--- config.mk ---
export PLATFORM = sky130hd
export DESIGN_NAME = xy_route_unit_flat
export DESIGN_NICKNAME = d
export VERILOG_FILES = /design/src/rtl/noc_pkg.sv /design/src/rtl/xy_route_unit_if.sv /design/src/rtl/xy_route_calc.sv /design/src/rtl/xy_route_unit.sv /design/src/flat_wrapper.sv
export SDC_FILE = /design/constraint.sdc
export NUM_CORES = 1
export LEC_CHECK = 0
export CELL_PAD_IN_SITES_DETAIL_PLACEMENT = 2
export CELL_PAD_IN_SITES_GLOBAL_PLACEMENT = 2
export CORE_ASPECT_RATIO = 0.8
export CORE_MARGIN = 4
export CORE_UTILIZATION = 28
export CTS_CLUSTER_DIAMETER = 120
export CTS_CLUSTER_SIZE = 25
export DETAILED_ROUTE_END_ITERATION = 16
export PLACE_DENSITY = 0.91
export SYNTH_ARGS = -nofsm -noshare
export SYNTH_HDL_FRONTEND = slang
export SYNTH_SLANG_ARGS = --single-unit
--- constraint.sdc ---
create_clock -name clk -period 2.05 [get_ports clk]
set_input_delay 0.3075 -clock clk [delete_from_list [all_inputs] [get_ports clk]]
set_output_delay 0.3075 -clock clk [all_outputs]
set_load 0.1 [all_outputs]
--- src/rtl/noc_pkg.sv ---
// Shared mesh-router definitions: port indices, flit control bits, route FSM states.
package noc_pkg;

   localparam int unsigned NUM_PORTS = 5;

   // One-hot output port bit positions
   localparam int unsigned PORT_L = 0;
   localparam int unsigned PORT_N = 1;
   localparam int unsigned PORT_E = 2;
   localparam int unsigned PORT_S = 3;
   localparam int unsigned PORT_W = 4;

   // Control bits, as offsets from the flit width: head = FLIT_W-1, tail = FLIT_W-2
   localparam int unsigned HEAD_OFS = 1;
   localparam int unsigned TAIL_OFS = 2;

   typedef logic [NUM_PORTS-1:0] port_vec_t;

   typedef enum logic {
      IDLE,
      LOCKED
   } route_state_t;

endpackage

--- src/rtl/xy_route_unit_if.sv ---
// Flit handshake bundle between input buffer, route unit and switch allocator.
interface xy_route_unit_if
   import noc_pkg::*;
#(
   parameter int unsigned FLIT_W = 32
);

   logic [FLIT_W-1:0] in_flit;
   logic              in_valid;
   logic              in_ready;
   logic [FLIT_W-1:0] out_flit;
   logic              out_valid;
   port_vec_t         out_port;
   port_vec_t         out_ready;

   // Route unit side
   modport slave (
      input  in_flit,
      input  in_valid,
      output in_ready,
      output out_flit,
      output out_valid,
      output out_port,
      input  out_ready
   );

   // Environment side (input buffer + allocator)
   modport master (
      output in_flit,
      output in_valid,
      input  in_ready,
      input  out_flit,
      input  out_valid,
      input  out_port,
      output out_ready
   );

endinterface

--- src/rtl/xy_route_calc.sv ---
// Dimension-ordered (X then Y) route decision; pure combinational, shared by all input ports.
module xy_route_calc
   import noc_pkg::*;
#(
   parameter int unsigned N = 3
) (
   input  logic [N-1:0] dest_x_i,
   input  logic [N-1:0] dest_y_i,
   input  logic [N-1:0] local_x_i,
   input  logic [N-1:0] local_y_i,
   output port_vec_t    port_c_o
);

   // Resolve X fully before Y; equal coordinates eject locally
   always_comb begin
      port_c_o = '0;
      if (dest_x_i > local_x_i) begin
         port_c_o[PORT_E] = 1'b1;
      end else if (dest_x_i < local_x_i) begin
         port_c_o[PORT_W] = 1'b1;
      end else if (dest_y_i > local_y_i) begin
         port_c_o[PORT_N] = 1'b1;
      end else if (dest_y_i < local_y_i) begin
         port_c_o[PORT_S] = 1'b1;
      end else begin
         port_c_o[PORT_L] = 1'b1;
      end
   end

endmodule

--- src/rtl/xy_route_unit.sv ---
// Per-input-port XY route stage: locks a port on each head flit and forwards
// registered, port-tagged flits to the switch allocator. FLIT_W must match the
// interface instance.
module xy_route_unit
   import noc_pkg::*;
#(
   parameter int unsigned N      = 3,
   parameter int unsigned FLIT_W = 32,
   parameter int unsigned CNT_W  = 16
) (
   input  logic             clk,
   input  logic             reset_n,
   input  logic [N-1:0]     local_x,
   input  logic [N-1:0]     local_y,
   xy_route_unit_if.slave   bus,
   output logic             err_seq,
   output logic [CNT_W-1:0] pkt_count
);

   localparam int unsigned HEAD_BIT = FLIT_W - HEAD_OFS;
   localparam int unsigned TAIL_BIT = FLIT_W - TAIL_OFS;

   route_state_t      state_q, state_d;
   port_vec_t         route_q, route_d;
   logic [FLIT_W-1:0] flit_q,  flit_d;
   logic              valid_q, valid_d;
   port_vec_t         port_q,  port_d;
   logic              err_q,   err_d;
   logic [CNT_W-1:0]  cnt_q,   cnt_d;

   logic      fire_c;
   logic      ready_c;
   logic      accept_c;
   logic      head_c;
   logic      tail_c;
   port_vec_t calc_c;

   xy_route_calc #(
      .N (N)
   ) u_calc (
      .dest_x_i  (bus.in_flit[2*N-1:N]),
      .dest_y_i  (bus.in_flit[N-1:0]),
      .local_x_i (local_x),
      .local_y_i (local_y),
      .port_c_o  (calc_c)
   );

   // Handshake: a single output register that can reload in the cycle it drains
   assign fire_c   = valid_q & (|(port_q & bus.out_ready));
   assign ready_c  = ~valid_q | fire_c;
   assign accept_c = bus.in_valid & ready_c;
   assign head_c   = bus.in_flit[HEAD_BIT];
   assign tail_c   = bus.in_flit[TAIL_BIT];

   assign bus.in_ready  = ready_c;
   assign bus.out_flit  = flit_q;
   assign bus.out_valid = valid_q;
   assign bus.out_port  = port_q;
   assign err_seq       = err_q;
   assign pkt_count     = cnt_q;

   // Next state: route lock FSM, output register load/drain, tail counter
   always_comb begin
      state_d = state_q;
      route_d = route_q;
      flit_d  = flit_q;
      valid_d = valid_q;
      port_d  = port_q;
      err_d   = 1'b0;
      cnt_d   = cnt_q;

      if (fire_c) begin
         valid_d = 1'b0;
         if (flit_q[TAIL_BIT] && (cnt_q != {CNT_W{1'b1}})) begin
            cnt_d = cnt_q + CNT_W'(1);
         end
      end

      if (accept_c) begin
         if (head_c) begin
            // A head while locked is a framing error, but the new packet still wins the lock
            err_d   = (state_q == LOCKED);
            route_d = calc_c;
            flit_d  = bus.in_flit;
            port_d  = calc_c;
            valid_d = 1'b1;
            state_d = tail_c ? IDLE : LOCKED;
         end else if (state_q == IDLE) begin
            // Orphan body/tail: nothing to route it by, so drop it
            err_d = 1'b1;
         end else begin
            flit_d  = bus.in_flit;
            port_d  = route_q;
            valid_d = 1'b1;
            if (tail_c) begin
               state_d = IDLE;
            end
         end
      end
   end

   // State and output registers
   always_ff @(posedge clk or negedge reset_n) begin
      if (!reset_n) begin
         state_q <= IDLE;
         route_q <= '0;
         flit_q  <= '0;
         valid_q <= 1'b0;
         port_q  <= '0;
         err_q   <= 1'b0;
         cnt_q   <= '0;
      end else begin
         state_q <= state_d;
         route_q <= route_d;
         flit_q  <= flit_d;
         valid_q <= valid_d;
         port_q  <= port_d;
         err_q   <= err_d;
         cnt_q   <= cnt_d;
      end
   end

endmodule

--- src/flat_wrapper.sv ---
// flat-port wrapper written by rule: the top's interface ports become plain ports
module xy_route_unit_flat import noc_pkg::*;
#(
   parameter int unsigned N      = 3,
   parameter int unsigned FLIT_W = 32,
   parameter int unsigned CNT_W  = 16
)
  (clk, reset_n, local_x, local_y, err_seq, pkt_count, bus_in_flit, bus_in_valid, bus_in_ready, bus_out_flit, bus_out_valid, bus_out_port, bus_out_ready);
  xy_route_unit_if #(.FLIT_W(FLIT_W)) bus_i ();
  input  logic clk;
  input  logic reset_n;
  input  logic [N-1:0] local_x;
  input  logic [N-1:0] local_y;
  output logic err_seq;
  output logic [CNT_W-1:0] pkt_count;
  input wire logic [$bits(bus_i.in_flit)-1:0] bus_in_flit;
  input wire logic [$bits(bus_i.in_valid)-1:0] bus_in_valid;
  output wire logic [$bits(bus_i.in_ready)-1:0] bus_in_ready;
  output wire logic [$bits(bus_i.out_flit)-1:0] bus_out_flit;
  output wire logic [$bits(bus_i.out_valid)-1:0] bus_out_valid;
  output wire logic [$bits(bus_i.out_port)-1:0] bus_out_port;
  input wire logic [$bits(bus_i.out_ready)-1:0] bus_out_ready;
  assign bus_i.in_flit = bus_in_flit;
  assign bus_i.in_valid = bus_in_valid;
  assign bus_in_ready = bus_i.in_ready;
  assign bus_out_flit = bus_i.out_flit;
  assign bus_out_valid = bus_i.out_valid;
  assign bus_out_port = bus_i.out_port;
  assign bus_i.out_ready = bus_out_ready;
  xy_route_unit #(.N(N), .FLIT_W(FLIT_W), .CNT_W(CNT_W)) u_core (.clk(clk), .reset_n(reset_n), .local_x(local_x), .local_y(local_y), .bus(bus_i), .err_seq(err_seq), .pkt_count(pkt_count));
endmodule
======== Word-level counts from Yosys, hierarchy flattened ========
Index checks and enable logic that the tools add are counted.
cells by class
  reductions and logical operators ........ 6
  bitwise logic cells ..................... 5
  $lt $le $gt $ge ......................... 4
  $add $sub $neg .......................... 1
  equal/unequal tests ..................... 1
  multiplexer cells ....................... 25
operators by type and width
  kind                   count
  $mux 32                2
  $mux 1                 18
  $add 16x1->16 const B  1
  $ne 16x16->1 const B   1
  $mux 5                 2
  $gt 3x3->1             2
  $lt 3x3->1             2
  $mux 2                 3
  $reduce_and 2->1       3
  $and 5x5->5            1
  $reduce_or 5->1        1
  $and 1x1->1            2
  $reduce_bool 2->1      1
  $logic_and 1x1->1      1
  $not 1->1              1
  $or 1x1->1             1
word-level totals
  output and inout port bits .............. 56
  input bits .............................. 46
  logic and storage cells ................. 49
  bits in registers ....................... 61

======== Longest topological paths before layout ========
  word-level depth ........................ 7
  gate-level depth with buffers ........... 6

======== By module ========
A second synthesis with hierarchy kept.
unflattened totals
  cells, all modules ...................... 220
  area total of the unflattened synthesis .. 2,776.4 um2
modules (own cells, without submodules)
  module         times used  cells an instance  area each (um2)
  xy_route_unit  1           193                2,593.7
  xy_route_calc  1           27                 182.7

======== Worst setup path after synthesis ========
Ideal clock, no wire load.
  path kind ............................... reg-to-reg
  from .................................... register u_core.port_q[0] (netlist: u_core.bus.out_port[0])
  to ...................................... register u_core.state_q
  setup time .............................. 106 ps
  stages on the path, launching flop included .. 4
  setup slack ............................. -779 ps
  buffers on the path ..................... 0
  period minus slack after synthesis ...... 2,829 ps
  data arrival time ....................... 2,723 ps
  path through ............................ dfrtp_1 a222oi_1 nand3_1 a32oi_1
between the ends
  longest elaborated chain between the ends .. 5
RTL lines
  element                 RTL line              source
  start, declared         xy_route_unit.sv:27   port_vec_t port_q, port_d;
  start signal, assigned  xy_route_unit.sv:117  port_q <= port_d;
  $and 5x5->5             xy_route_unit.sv:49   assign fire_c = valid_q & (|(port_q & bus.out_ready));
  $reduce_or 5->1         xy_route_unit.sv:49
  $and 1x1->1             xy_route_unit.sv:49
  $or 1x1->1              xy_route_unit.sv:50   assign ready_c = ~valid_q | fire_c;
  via bus_in_ready        flat_wrapper.sv:18    output wire logic [$bits(bus_i.in_ready)-1:0] bus_in_ready;
  $and 1x1->1             xy_route_unit.sv:51   assign accept_c = bus.in_valid & ready_c;
  end signal, assigned    xy_route_unit.sv:113  state_q <= state_d;
  end, declared           xy_route_unit.sv:23   route_state_t state_q, state_d;
The timed path passes the listed nets, and every way through them passes these cells.
A chain may end at the register's enable or synchronous reset.

======== Worst setup path in the final report ========
  from .................................... input bus_out_ready[0]
  to ...................................... register u_core.flit_q[13] (netlist: u_core.bus.out_flit[13])
between the ends
  longest elaborated chain between the ends .. 6
RTL lines
  element                            RTL line              source
  start, declared                    flat_wrapper.sv:22    input wire logic [$bits(bus_i.out_ready)-1:0] bus_out_ready;
  $and 5x5->5                        xy_route_unit.sv:49
  $reduce_or 5->1                    xy_route_unit.sv:49
  $and 1x1->1                        xy_route_unit.sv:49
  $or 1x1->1                         xy_route_unit.sv:50
  $and 1x1->1                        xy_route_unit.sv:51
  $reduce_and 2->1 (no source line)  --
  end signal, assigned               xy_route_unit.sv:115  flit_q <= flit_d;
  end, declared                      xy_route_unit.sv:25   logic [FLIT_W-1:0] flit_q, flit_d;
Every way passes these cells.

==> run_results.csv <==
group,metric,value,unit
place,io_buffers,101,
setup_path,crit_chain,"clkdlybuf4s50_1 > a222oi_1 > buf_4 > buf_4 > a311oi_4 > buf_12 > mux2_1",
synthesis,synth-edff-count,0,
run,drv_cap,0,
global_route,grt_use_total,17.3,%
place,dp_hpwl,6990,µm
clock_tree,clockBufferDepth,2,
synthesis,async_flop_share,100,%
clock_tree,cts-root-buf,"clkbuf_16",
sta,slew-limit-headroom,63.2,%
floorplan,die_y,96.5,µm
power_and_ir_drop,p_seq_share,24.6,%
setup_path,critPathMaxStageDelay,0.47,ns
synthesis,yosysUniqueCellTypes,38,
power_and_ir_drop,p_clk_share,20.8,%
floorplan,dieWidth,119,µm
sta,finalCritPeriodShare,98.5,%
clock_tree,htreeDepth,3,
min_path,worstHoldPathType,"in -> async",
finish,final_area,4440,µm²
floorplan,core,9610,µm²
floorplan,fp-row-count,32,
sta,worst-slew-pin-transition,0.547,ns
global_route,grt_pass1_wl,15400,µm
synthesis,yosysWarnings,0,
drt,firstDrtPassIters,4,
power_and_ir_drop,internal_power,3.56,mW
power_and_ir_drop,p_switching,3.95,mW
finish,fin_util,46.2,%
clock_tree,clock_latency,0.32,ns
drt,antenna_left,0,
finish,num-nets-final,412,
setup_path,path_common_cell,"buf_4",
place,gp_congestion,0.756,
sta,final_max_slew_viol_count,0,
setup_path,required,2.24,ns
finish,diodes,0,
finish,multiInputGateArea,1270,µm²
setup_path,worst_ep_arrival_time,2.21,ns
drt,wl,9480,µm
status,status,"completed",
finish,layout-drive-gt1-share,38.8,%
synthesis,syn-num-nets,279,
setup_path,worstSetupStartpointType,"input port",
synthesis,synth_cells,225,
synthesis,ys.flop_type,"dfrtp_1",
finish,seqCellArea,1560,µm²
setup_path,crit_fanout,38,
sta,rsz0062_at_grt,"true",
setup_path,critPathCaptureType,"flop",
drt,drt_iter0_drc,101,
sta,min_period,2.02,ns
synthesis,synth_area,2740,µm²
global_route,grt_max_degree,39,
drt,route.detailed.drc,0,
setup_path,crit_buf_inv,4,
place,placed_cell_area,4070,µm²
clock_tree,numCtsBuffers,9,
clock_tree,cts.sinks,61,
synthesis,yosysMostFrequentCell,"dfrtp_1",
sta,fin_skew,0.00789,ns
synthesis,synth-seq-cells,61,
global_route,grt_overflow_total,0,
clock_tree,cts_tree,"done",
synthesis,yosysSeqAreaShare,55.6,%
setup_path,criticalPathCategory,"in -> reg",
synthesis,ys_top_cells_by_area,"dfrtp_1, mux2_1, xor2_1",
floorplan,die-area,11500,µm²
power_and_ir_drop,p_per_area,1690,nW/µm²
sta,finalSetupViolations,0,
synthesis,synthTopCellsByCount,"dfrtp_1, mux2_1, nand2_1",
power_and_ir_drop,vdd_drop_max,808,µV
drt,via_count,2337,
sta,hold_violations,0,
drt,drt-vias-per-instance,4.85,
power_and_ir_drop,comb_power_share,54.6,%
floorplan,start_util,28.6,%
floorplan,ios,102,
synthesis,synth_largest_area_cell,"dfrtp_1",
setup_path,cpMaxStageDelayCell,"clkdlybuf4s50_1",
synthesis,post_synth.cell_area_avg,12.2,µm²
clock_tree,path_clk_slew,0.05,ns
power_and_ir_drop,p_leak,2.00,nW
drt,wl_per_cell,19.7,µm
global_route,grt_pass1_vias,2747,
finish,area_growth,61.7,%
sta,fmax,495,MHz
finish,num-fill-cells,968,
global_route,antenna_found_initial,0,
setup_path,cp_top_family,"buffers and inverters",
power_and_ir_drop,switching_share,52.6,%
synthesis,synth_top_cell_area_share,55.6,%
==> per-stage QoR <==
step           hold WS, ns  total power, mW  setup TNS (ns)  setup WS (ns)  cells
3_5_place_dp         0.193             5.91           -6.93         -0.205    461
2_1_floorplan       0.0119             4.80           -7.06         -0.173    225
6_report             0.386             7.51               0         0.0309    482
5_1_grt              0.406             7.82         -0.0988        -0.0190    482
3_3_place_gp         0.191             5.80           -3.94         -0.126    461
4_1_cts              0.385             7.55               0         0.0142    480
==> cell families (layout without fill, tap and decap cells) <==
group	Yosys count	in the layout	synth area share (%)
and+or+nand+nor	63	63	12.5
xor gates and xnor gates	14	14	4.47
AOI/OAI and AO/OA	27	27	6.84
muxes	35	35	14.4
buffers and inverters	17	155	2.55
adders and majority gates	8	8	3.65
DFF	61	61	55.6
==> registers in the layout, summed over array words and instances (netlist names) <==
register	count
u_core.pkt_count	16
u_core.err_seq	1
u_core.route_q	5
u_core.bus.out_valid	1
u_core.bus.out_port	5
u_core.state_q	1
u_core.bus.out_flit	32
==> what timing repair did <==
item	CTS	global route
setup endpoints to repair	1	39
gates resized for setup	0	4
endpoints found under the hold margin	9	0
setup buffers	3	2
pin swaps	1	1
hold buffers	1	0
==> layout by cell type (no fill, tap or decap), types with 2 or more instances in the layout <==
master,n
mux2_4,3
nor2b_1,2
mux2_2,2
o211ai_1,2
clkbuf_8,2
clkbuf_16,9
buf_4,78
a31oi_1,4
nor2_1,6
xor2_1,13
dfrtp_1,40
mux2_1,30
dfrtp_2,20
nor4_1,4
nand2_1,19
ha_1,8
inv_1,10
clkdlybuf4s50_1,44
nor3_2,3
clkinvlp_4,2
nor4_2,2
nand4_1,4
and3_1,3
o21ai_0,7
o31ai_1,3
nor4_4,3
buf_12,3
nand3_1,6
o21a_1,2
nor3b_2,2
==> worst register-to-register path, delay by kind of cell, from the launching register on <==
kind            cells  cell delay, ns
buf+inv             3            0.55
flops               1            0.47
compound gates      2            0.47
mux                 1            0.36
==> routing by layer <==
layer / track usage [%] / part of all wire (%) / up-vias
met5: 0 / 0 / -
met4: 5.11 / 1.6 / 0
met2: 29.7 / 48 / 76
met1: 21.7 / 46 / 1164
met3: 4.37 / 4.8 / 12
li1: - / - / 1085
==> power groups by stage <==
stage / logic (mW) / registers, mW / clock network (mW)
after global placement: 3.96 / 1.83 / 0
after floorplan: 0.600 / 4.20 / 0
after CTS: 4.09 / 1.85 / 1.60
after global routing: 4.24 / 1.90 / 1.67
after detailed placement: 4.05 / 1.86 / 0
final: 4.10 / 1.85 / 1.56
==> final timing paths <==
path	from	to	slack (ns)	cells after the start
hold / removal	reset_n	u_core.bus.out_flit[18]	0.39	2
setup / recovery	bus_out_ready[0]	u_core.bus.out_flit[13]	0.03	7
setup reg to reg	u_core.bus.out_port[0]	u_core.bus.out_flit[13]	0.05	6
max in group asynchronous	reset_n	u_core.pkt_count[12]	1.11	3
min in group clk	u_core.pkt_count[5]	u_core.pkt_count[5]	0.49	1
hold reg to reg	u_core.pkt_count[5]	u_core.pkt_count[5]	0.49	1
==> final cells by class <==
| cell class | count | area share, % |
|---|---|---|
| flip-flops and latches | 61 | 35.1 |
| repair buffers | 128 | 25.1 |
| clock inverters | 5 | 1.33 |
| inverters | 11 | 0.931 |
| well taps | 119 | 3.36 |
| clock buffers | 11 | 5.70 |
| multi-input cells | 147 | 28.5 |
Power figures use the tool's default switching activity.
